`src/rtl/ram_bist_pkg.sv`:
```
// ram_bist_pkg: shared definitions for the RAM BIST controller.
//   - state encoding localparams and the state_t enum built from them
//   - next_phase(): successor of each march phase (W0 -> R0 -> W1 -> R1 -> DRAIN)
package ram_bist_pkg;

    localparam int STATE_W = 3;

    localparam logic [STATE_W-1:0] ST_IDLE  = 3'd0;
    localparam logic [STATE_W-1:0] ST_W0    = 3'd1;
    localparam logic [STATE_W-1:0] ST_R0    = 3'd2;
    localparam logic [STATE_W-1:0] ST_W1    = 3'd3;
    localparam logic [STATE_W-1:0] ST_R1    = 3'd4;
    localparam logic [STATE_W-1:0] ST_DRAIN = 3'd5;
    localparam logic [STATE_W-1:0] ST_DONE  = 3'd6;

    typedef enum logic [STATE_W-1:0] {
        IDLE  = ST_IDLE,
        W0    = ST_W0,
        R0    = ST_R0,
        W1    = ST_W1,
        R1    = ST_R1,
        DRAIN = ST_DRAIN,
        DONE  = ST_DONE
    } state_t;

    function automatic state_t next_phase(input state_t s);
        case (s)
            W0:      return R0;
            R0:      return W1;
            W1:      return R1;
            R1:      return DRAIN;
            default: return IDLE;
        endcase
    endfunction

endpackage

```
`src/rtl/ram_bist_cmp.sv`:
```
// ram_bist_cmp: read-data compare and error accumulator.
// The expected value, valid flag and address arrive registered alongside the
// RAM read access; they are delayed one more cycle here so they line up with
// ram_dout, which the RAM returns the cycle after the access.
// Ports:
//   clk, rst        clock, synchronous active-high reset
//   clr             start of a new test: empties the pipeline and the counters
//   vld, exp, addr  read access in flight (registered alongside the read)
//   dout            RAM read data
//   err_cnt         saturating mismatch count
//   first_fail_addr address of the first mismatch of the test, 0 if none
//   clean           no mismatch so far, including a compare finishing this cycle
module ram_bist_cmp #(
    parameter int A = 4,
    parameter int W = 4
) (
    input  logic         clk,
    input  logic         rst,
    input  logic         clr,
    input  logic         vld,
    input  logic [W-1:0] exp,
    input  logic [A-1:0] addr,
    input  logic [W-1:0] dout,
    output logic [A:0]   err_cnt,
    output logic [A-1:0] first_fail_addr,
    output logic         clean
);

    logic         vld_q;
    logic [W-1:0] exp_q;
    logic [A-1:0] addr_q;
    logic         hit;

    assign hit   = vld_q && (dout != exp_q);
    // Lets the controller latch pass on the same edge as the final compare.
    assign clean = (err_cnt == '0) && !hit;

    always_ff @(posedge clk) begin
        if (rst || clr) begin
            vld_q           <= 1'b0;
            exp_q           <= '0;
            addr_q          <= '0;
            err_cnt         <= '0;
            first_fail_addr <= '0;
        end else begin
            // NOTE: non-blocking assignments keep every flop sampling pre-edge values, so the stage order here does not matter.
            vld_q  <= vld;
            exp_q  <= exp;
            addr_q <= addr;
            if (hit) begin
                if (err_cnt != '1) begin
                    err_cnt <= err_cnt + 1'b1;
                end
                // The counter never returns to zero within a test, so zero means "first".
                if (err_cnt == '0) begin
                    first_fail_addr <= addr_q;
                end
            end
        end
    end

endmodule

```
`src/rtl/ram_bist_ctrl.sv`:
```
// ram_bist_ctrl: march-style BIST for a synchronous single-port RAM.
// Sequence: W0 writes P(a) = a + seed, R0 reads it back, W1 writes ~P(a),
// R1 reads it back, DRAIN lets the last compare finish, DONE pulses done.
// Ports:
//   clk, rst               clock, synchronous active-high reset (beats start)
//   start, seed            begin a test (IDLE only), pattern seed
//   ram_addr/din/cs/wr     RAM access, all registered
//   ram_dout               RAM read data, valid the cycle after a read
//   busy, done, pass       status: running, end-of-test pulse, last test clean
//   err_cnt                saturating mismatch count
//   first_fail_addr        address of the first mismatch, 0 if none
module ram_bist_ctrl
    import ram_bist_pkg::*;
#(
    parameter int N = 16,
    parameter int A = 4,
    parameter int W = 4
) (
    input  logic         clk,
    input  logic         rst,
    input  logic         start,
    input  logic [W-1:0] seed,
    output logic [A-1:0] ram_addr,
    output logic [W-1:0] ram_din,
    output logic         ram_cs,
    output logic         ram_wr,
    input  logic [W-1:0] ram_dout,
    output logic         busy,
    output logic         done,
    output logic         pass,
    output logic [A:0]   err_cnt,
    output logic [A-1:0] first_fail_addr
);

    localparam logic [A-1:0] LAST = A'(N - 1);

    state_t       state_q, state_d;
    logic [A-1:0] addr_d;
    logic [W-1:0] seed_q, seed_d;
    logic [W-1:0] din_d;
    logic [W-1:0] rd_exp_q, rd_exp_d;
    logic         rd_vld_q, rd_vld_d;
    logic         cs_d, wr_d, busy_d, done_d, pass_d;
    logic         accept;
    logic         cmp_clean;

    function automatic logic [W-1:0] pattern(input logic [A-1:0] a, input logic [W-1:0] s);
        return W'(a) + s;
    endfunction

    // ram_addr doubles as the march address counter: it is 0 whenever no
    // access is in progress, so no separate counter register is needed.
    always_comb begin
        // NOTE: every signal gets a default first so no path leaves one unassigned and infers a latch.
        state_d = state_q;
        addr_d  = ram_addr;
        seed_d  = seed_q;
        pass_d  = pass;
        accept  = 1'b0;

        case (state_q)
            IDLE: begin
                if (start) begin
                    accept  = 1'b1;
                    seed_d  = seed;
                    addr_d  = '0;
                    pass_d  = 1'b0;
                    state_d = W0;
                end
            end
            W0, R0, W1, R1: begin
                if (ram_addr == LAST) begin
                    addr_d  = '0;
                    state_d = next_phase(state_q);
                end else begin
                    addr_d = ram_addr + 1'b1;
                end
            end
            DRAIN: begin
                pass_d  = cmp_clean;
                state_d = DONE;
            end
            DONE:    state_d = IDLE;
            default: state_d = IDLE;
        endcase

        // Outputs are computed from the next state so that, once registered,
        // they line up with the state they belong to.
        cs_d     = 1'b0;
        wr_d     = 1'b0;
        din_d    = '0;
        rd_vld_d = 1'b0;
        rd_exp_d = '0;
        case (state_d)
            W0: begin
                cs_d  = 1'b1;
                wr_d  = 1'b1;
                din_d = pattern(addr_d, seed_d);
            end
            R0: begin
                cs_d     = 1'b1;
                rd_vld_d = 1'b1;
                rd_exp_d = pattern(addr_d, seed_d);
            end
            W1: begin
                cs_d  = 1'b1;
                wr_d  = 1'b1;
                din_d = ~pattern(addr_d, seed_d);
            end
            R1: begin
                cs_d     = 1'b1;
                rd_vld_d = 1'b1;
                rd_exp_d = ~pattern(addr_d, seed_d);
            end
            default: addr_d = '0;
        endcase

        busy_d = (state_d == W0) || (state_d == R0) || (state_d == W1) ||
                 (state_d == R1) || (state_d == DRAIN);
        done_d = (state_d == DONE);
    end

    always_ff @(posedge clk) begin
        if (rst) begin
            // NOTE: synchronous reset: rst is only seen at a clock edge and wins over start there.
            state_q  <= IDLE;
            seed_q   <= '0;
            ram_addr <= '0;
            ram_din  <= '0;
            ram_cs   <= 1'b0;
            ram_wr   <= 1'b0;
            rd_vld_q <= 1'b0;
            rd_exp_q <= '0;
            busy     <= 1'b0;
            done     <= 1'b0;
            pass     <= 1'b0;
        end else begin
            state_q  <= state_d;
            seed_q   <= seed_d;
            ram_addr <= addr_d;
            ram_din  <= din_d;
            ram_cs   <= cs_d;
            ram_wr   <= wr_d;
            rd_vld_q <= rd_vld_d;
            rd_exp_q <= rd_exp_d;
            busy     <= busy_d;
            done     <= done_d;
            pass     <= pass_d;
        end
    end

    ram_bist_cmp #(
        .A (A),
        .W (W)
    ) u_cmp (
        .clk             (clk),
        .rst             (rst),
        .clr             (accept),
        .vld             (rd_vld_q),
        .exp             (rd_exp_q),
        .addr            (ram_addr),
        .dout            (ram_dout),
        .err_cnt         (err_cnt),
        .first_fail_addr (first_fail_addr),
        .clean           (cmp_clean)
    );

endmodule
```
`config.mk`:
```
export PLATFORM = sky130hd
export DESIGN_NAME = ram_bist_ctrl
export DESIGN_NICKNAME = d
export VERILOG_FILES = /design/src/rtl/ram_bist_pkg.sv /design/src/rtl/ram_bist_cmp.sv /design/src/rtl/ram_bist_ctrl.sv
export SDC_FILE = /design/constraint.sdc
export NUM_CORES = 1
export LEC_CHECK = 0
export ABC_AREA = 1
export ABC_CLOCK_PERIOD_IN_PS = 2600
export CORE_ASPECT_RATIO = 1.5
export CORE_MARGIN = 2
export CORE_UTILIZATION = 45
export DETAILED_ROUTE_END_ITERATION = 8
export DONT_BUFFER_PORTS = 1
export SLEW_MARGIN = 20
export SYNTH_ARGS = -nofsm -noshare
export SYNTH_HDL_FRONTEND = slang
export SYNTH_HIERARCHICAL = 1
export SYNTH_SLANG_ARGS = --single-unit
```
`constraint.sdc`:
```
create_clock -name clk -period 2.6 [get_ports clk]
set_input_delay 0.26 -clock clk [delete_from_list [all_inputs] [get_ports clk]]
set_output_delay 0.26 -clock clk [all_outputs]
set_load 0.01 [all_outputs]
```
* Word-level counts from Yosys, hierarchy flattened
Cells that the tools add are included.
Word-level totals: output and inout port bits 22, input port bits 11, bits in registers 43, logic and storage cells 73
Operators by class: equality and inequality tests 15, reduce and logical (&&, ||, !) cells 19, multiplexer cells 18, add/sub/neg operators 3, bitwise logic cells 2
Operators by type and width (number):
- one-hot mux 4 bit (2 select lines) | 3
- 2-to-1 mux 4 bit | 4
- == test 3 bit, second input constant | 5
- == test 3 x 2 -> 1 bit, second input constant | 4
- one-hot mux 3 bit (4 select lines) | 1
- one-hot mux 3 bit (3 select lines) | 1
- OR reduction 4 bit | 2
- == test 3 x 1 -> 1 bit, second input constant | 2
- 2-to-1 mux 1 bit | 6
- 2-to-1 mux 3 bit | 2
- AND reduction 2 bit | 3
- OR reduction 2 bit | 3
- adder 5 x 1 -> 5 bit, second input constant | 1
- logical NOT 5 bit | 1
- logical OR 1 bit | 5
- inequality test 5 bit, second input constant | 1
- adder 4 x 1 -> 4 bit, second input constant | 1
- adder 4 bit | 1
- == test 4 bit, second input constant | 1
- inequality test 4 bit | 1
- inverter 4 bit | 1
- logical NOT 3 bit | 1
- logical AND 1 bit | 2
- inequality test 2 bit, second input constant | 1
- 4 further kinds | 4

* Depth between registers and ports, before layout
depth after elaboration 9, gate-level depth with buffers 19, gate-level depth less buffers 18

* Cells and area by module
Netlist, hierarchy kept.
Modules (own cells, without submodules):
- ram_bist_ctrl | area each 1347.5 µm², times used 1, sequential area each 500.5 µm², cells each 190
- ram_bist_cmp | area each 873.3 µm², times used 1, sequential area each 360.3 µm², cells each 123

* Least setup slack after synthesis
No wires, ideal clock.
kind reg-to-reg, start register state_q[0], end register rd_exp_q[2], data arrival time 2.215 ns, buffers on the path 1, required time 2.468 ns, clock period less this slack 2.347 ns, path slack 0.253 ns, stages on the path, launching flop included 14, library setup time 0.132 ns, path through dfxtp_1 -> buf_2 -> nor2_2 -> nand3_2 -> clkinv_1 -> or2_2 -> inv_1 -> a21oi_1 -> ha_1 -> fa_1 -> xor2_1 -> inv_1 -> nand4_1 -> a21oi_1
Between the ends: elaborated cells between the ends (all ways) 18, classes of those cells add/sub: 1; eq/ne: 7; mux: 7; bitwise: 1; reduce/logical: 2
RTL lines:
- start, declared | line ram_bist_ctrl.sv:37 | state_t state_q, state_d;
- start signal, assigned | line ram_bist_ctrl.sv:138 | state_q <= state_d;
- logical NOT 3 bit (*) | line ram_bist_ctrl.sv:61 | case (state_q)
- 2-to-1 mux 4 bit (*) | line ram_bist_ctrl.sv:61
- net seed_d[0] | line ram_bist_ctrl.sv:39 | logic [W-1:0] seed_q, seed_d;
- adder 4 bit (*) | line ram_bist_ctrl.sv:48 | return W'(a) + s;
- inverter 4 bit | line ram_bist_ctrl.sv:113 | rd_exp_d = ~pattern(addr_d, seed_d);
- one-hot mux 4 bit (2 select lines) (*) | line ram_bist_ctrl.sv:94 | case (state_d)
- end signal, assigned | line ram_bist_ctrl.sv:145 | rd_exp_q <= rd_exp_d;
- end, declared | line ram_bist_ctrl.sv:41 | logic [W-1:0] rd_exp_q, rd_exp_d;
The timed path passes the listed nets; every way through them passes the cells marked *. A chain may end at the register's enable or synchronous reset.

* Worst setup path in the final report
start register state_q[2], end register ram_din[3]
Between the ends: elaborated cells between the ends (all ways) 18, classes of those cells add/sub: 1; eq/ne: 7; mux: 7; bitwise: 1; reduce/logical: 2
RTL lines:
- logical NOT 3 bit (*) | line ram_bist_ctrl.sv:61
- 2-to-1 mux 4 bit (*) | line ram_bist_ctrl.sv:61
- net seed_d[1] | line ram_bist_ctrl.sv:39
- adder 4 bit (*) | line ram_bist_ctrl.sv:48
- inverter 4 bit | line ram_bist_ctrl.sv:108 | din_d = ~pattern(addr_d, seed_d);
- one-hot mux 4 bit (2 select lines) (*) | line ram_bist_ctrl.sv:94
- end signal, assigned | line ram_bist_ctrl.sv:141 | ram_din <= din_d;
- end, declared | line ram_bist_ctrl.sv:24 | output logic [W-1:0] ram_din,
Marked as above.

==> metrics list <==
- Pins over their slew limit: 0
- Initial Utilization: 0.462
- Die Area: 5520 um^2
* CTS tree: done
- The repair_antennas step left the layout with diodes totalling 0.
- The number of nets handed over by synthesis was 332.
* Maximum number of pins on one net before global-route repair: 14
* Power density over the cells: 515 nW/um^2
- Post-DP HPWL: 3.44 mm
* Top fanout value on the critical path: 6
- Detail-routed via count per cell: 4.68
- For this run, global-route usage on met3 was measured as 0.0432.
- The worst hold path belongs to the class input pin to flip-flop.
- Post-Place Setup Slack: 0.0898 ns
* Distinct cells, synth: 31
* Data arrival, critical path: 2.56 ns
- The die is 90.0 um tall.
- Critical path startpoint category: flip-flop
- Number of buffers on the longest clock path: 2
- Total Power Consumption: 1.26 mW
- Detailed-route DRC error count: 0
* Clock-pin slew of the registers on the worst-case setup and hold paths: 0.08 ns
- The worst path needs 2.36 ns of the cycle, external delays included.
* Leakage power: 1.24 nW
* Most common library cell in the layout ignoring fill and taps: nand2_1
- Total negative slack for setup checks: 0 ns
- The final layout contains 345 nets.
* Remaining global-route overflow: 0
* Depth of the CTS H-tree: 2
- Number of port buffers: 0
- At the pin with the least slew margin, the transition time is 0.473 ns.
- After the first detailed-routing iteration, the DRC count stood at 65.
- Antenna violations before repair: 0
* Final RePlAce weighted congestion: 0.862
* Max-cap check violation count: 0
* DIE WIDTH: 61.4 um
- GRT Total Usage: 0.176
- Outcome: completed
- Worst clock skew on the final layout: 0.00497 ns
- Setup violations remaining at the end of the flow were counted as 0.
- Summed over all layers, the routed wires come to 4.40 mm.
- Crit end category: flip-flop
- Fmax achieved: 0.423 GHz
- Root Buffer: clkbuf_8
- Each instance of the synthesized netlist takes up on average 7.10 um^2.
* Proportion of synthesized chip area in sequential cells: 0.388
- The total area inside the core boundary comes to 4810 um^2.
* Vias in the first global route: 1794
* Global-route wire length before repair: 7.58 mm
- Hold_ws: 0.0209 ns
* Max-Slew Margin vs Limit: 0.684
- Setup repair after global routing missed its margin: no
- Dividing the detail-routed wire length by the instance count gives 11.2 um.
* #FFs+latches synth: 43
- For the worst setup path, the data required time is 2.80 ns.
- The area growth from synthesis to layout is 10.4%.
* Final-report hold violation count: 0
- Of the cells placed in the final design, the portion with a size suffix greater than 1 is 0.199.
- Global-route met1 utilization: 0.195
- During synthesis, Yosys emitted a total of 6 warnings.
- CTS saw 43 sinks.
- Final critical-path setup slack: 0.238 ns
* Remaining antenna violation count: 0
* Cells after synthesis: 313
- The cell area that synthesis handed to floorplanning was 2220 um^2.
* Largest vdd supply drop: 0.339 mV
- 33 I/O pins were placed.
- Most used routing layer: met2
* Number of cell rows: 31
* Clock latency on the worst-skew pair: 0.30 ns
- Via Count: 1841
- Number of buffers added by the clock tree synthesis step: 5
- Met2 routing resource usage after global routing: 0.296
- Commonest cells after routing, fill and taps aside: nand2_1 (79), inv_1 (52), dfxtp_1 (41)
* Number of optimization iterations in the first detailed-route pass: 4
- In the finished design, the share of the clock period the worst path needs comes to 0.908.
* Kind of critical path: flip-flop to flip-flop
-- Yosys cell counts --
master,instances,share of area
nand2_1,80,0.14
inv_1,52,0.088
dfxtp_1,43,0.39
nor2_1,30,0.051
nand3_1,16,0.036
nor2_2,13,0.037
a21oi_1,10,0.023
inv_2,8,0.014
ha_1,7,0.039
nand2_2,7,0.020
nand4_1,7,0.020
o21ai_0,6,0.014
nand3_2,4,0.018
or2_2,4,0.011
a211oi_1,3,0.010
nand3_4,3,0.024
a21boi_0,2,0.0068
a21boi_1,2,0.0068
clkinv_1,2,0.0034
o21ai_2,2,0.0079
xor2_1,2,0.0079
and2_1,1,0.0028
buf_2,1,0.0023
clkbuf_1,1,0.0017
fa_1,1,0.0090
nand2_4,1,0.0051
nand4_2,1,0.0056
nor2_4,1,0.0051
nor3_1,1,0.0023
nor3_2,1,0.0045
o31ai_1,1,0.0034
-- final cells by class --
cell class | count | area [um^2]
fillers | 510 | 2360
well taps | 66 | 82.6
multi-input cells | 206 | 1120
flip-flops and latches | 43 | 863
clock inverters | 2 | 12.5
inverters | 62 | 236
repair buffers | 8 | 60.1
clock buffers | 6 | 72.6
-- final timing paths --
| kind | startpoint | endpoint | slack, ns | depth (start not counted) |
|---|---|---|---|---|
| max | state_q[2] | ram_din[3] | 0.24 | 16 |
| max reg2reg | state_q[2] | ram_din[3] | 0.24 | 16 |
| min reg2reg | rd_exp_q[1] | u_cmp/exp_q[1] | 0.41 | 2 |
| min | rst | rd_exp_q[2] | 0.02 | 1 |
-- critical path, cell delays in order, from the launching register on --
cell and delay, ns:
dfxtp_2 0.36, inv_2 0.07, nand3_2 0.10, clkinvlp_4 0.13
buf_4 0.17, or2_2 0.26, inv_1 0.08, a21oi_2 0.06
ha_1 0.31, nand2_1 0.07, nor2_1 0.04, nor2_1 0.09
nand3_1 0.08, nand2_1 0.10, nand2_1 0.11, a21boi_1 0.17
nor2_1 0.06
-- metal layers --
metal	part of all wire	routed length, um
met5	0	0
met4	0.040	178
met3	0.049	215
met2	0.49	2170
met1	0.42	1840
-- registers in the layout, indices dropped and copies added (netlist names) --
| signal | cells |
|---|---|
| pass | 1 |
| u_cmp/first_fail_addr | 4 |
| ram_wr | 1 |
| ram_cs | 1 |
| done | 1 |
| seed_q | 4 |
| u_cmp/vld_q | 1 |
| u_cmp/addr_q | 4 |
| ram_din | 4 |
| rd_exp_q | 4 |
| busy | 1 |
| u_cmp/err_cnt | 5 |
| rd_vld_q | 1 |
| ram_addr | 4 |
| u_cmp/exp_q | 4 |
| state_q | 3 |
-- power breakdown --
group / switching [mW] / leakage [nW] / internal [mW] / total, mW
logic: 0.0984 / 0.845 / 0.0561 / 0.154
clock network: 0.230 / 0.0412 / 0.188 / 0.418
registers: 0.0134 / 0.350 / 0.678 / 0.692
-- cells by family (layout without fill, tap and decap cells) --
| logic type | count (synthesis) | after routing | share of synthesized area |
|---|---|---|---|
| xor gates and xnor gates | 2 | 2 | 0.00789 |
| and+or+nand+nor | 170 | 170 | 0.376 |
| adders and majority gates | 8 | 8 | 0.0484 |
| buffers and inverters | 64 | 78 | 0.109 |
| AOI/OAI and AO/OA | 26 | 26 | 0.0710 |
| DFF | 43 | 43 | 0.388 |
-- repair_timing --
| action | in CTS | in global routing |
|---|---|---|
| hold endpoints to repair | 0 | 0 |
| hold buffers | 0 | 0 |
| setup buffers | 0 | 1 |
| gates resized for setup | 0 | 6 |
| setup endpoints to repair | 0 | 3 |
-- stage by stage --
stage	util	cells	cell area [um^2]
2_1_floorplan	-	313	2220
3_3_place_gp	0.488	384	2350
3_5_place_dp	0.488	384	2350
4_1_cts	0.506	392	2430
5_1_grt	0.510	393	2450
6_report	0.510	393	2450
(Power assumes the default switching activity.)
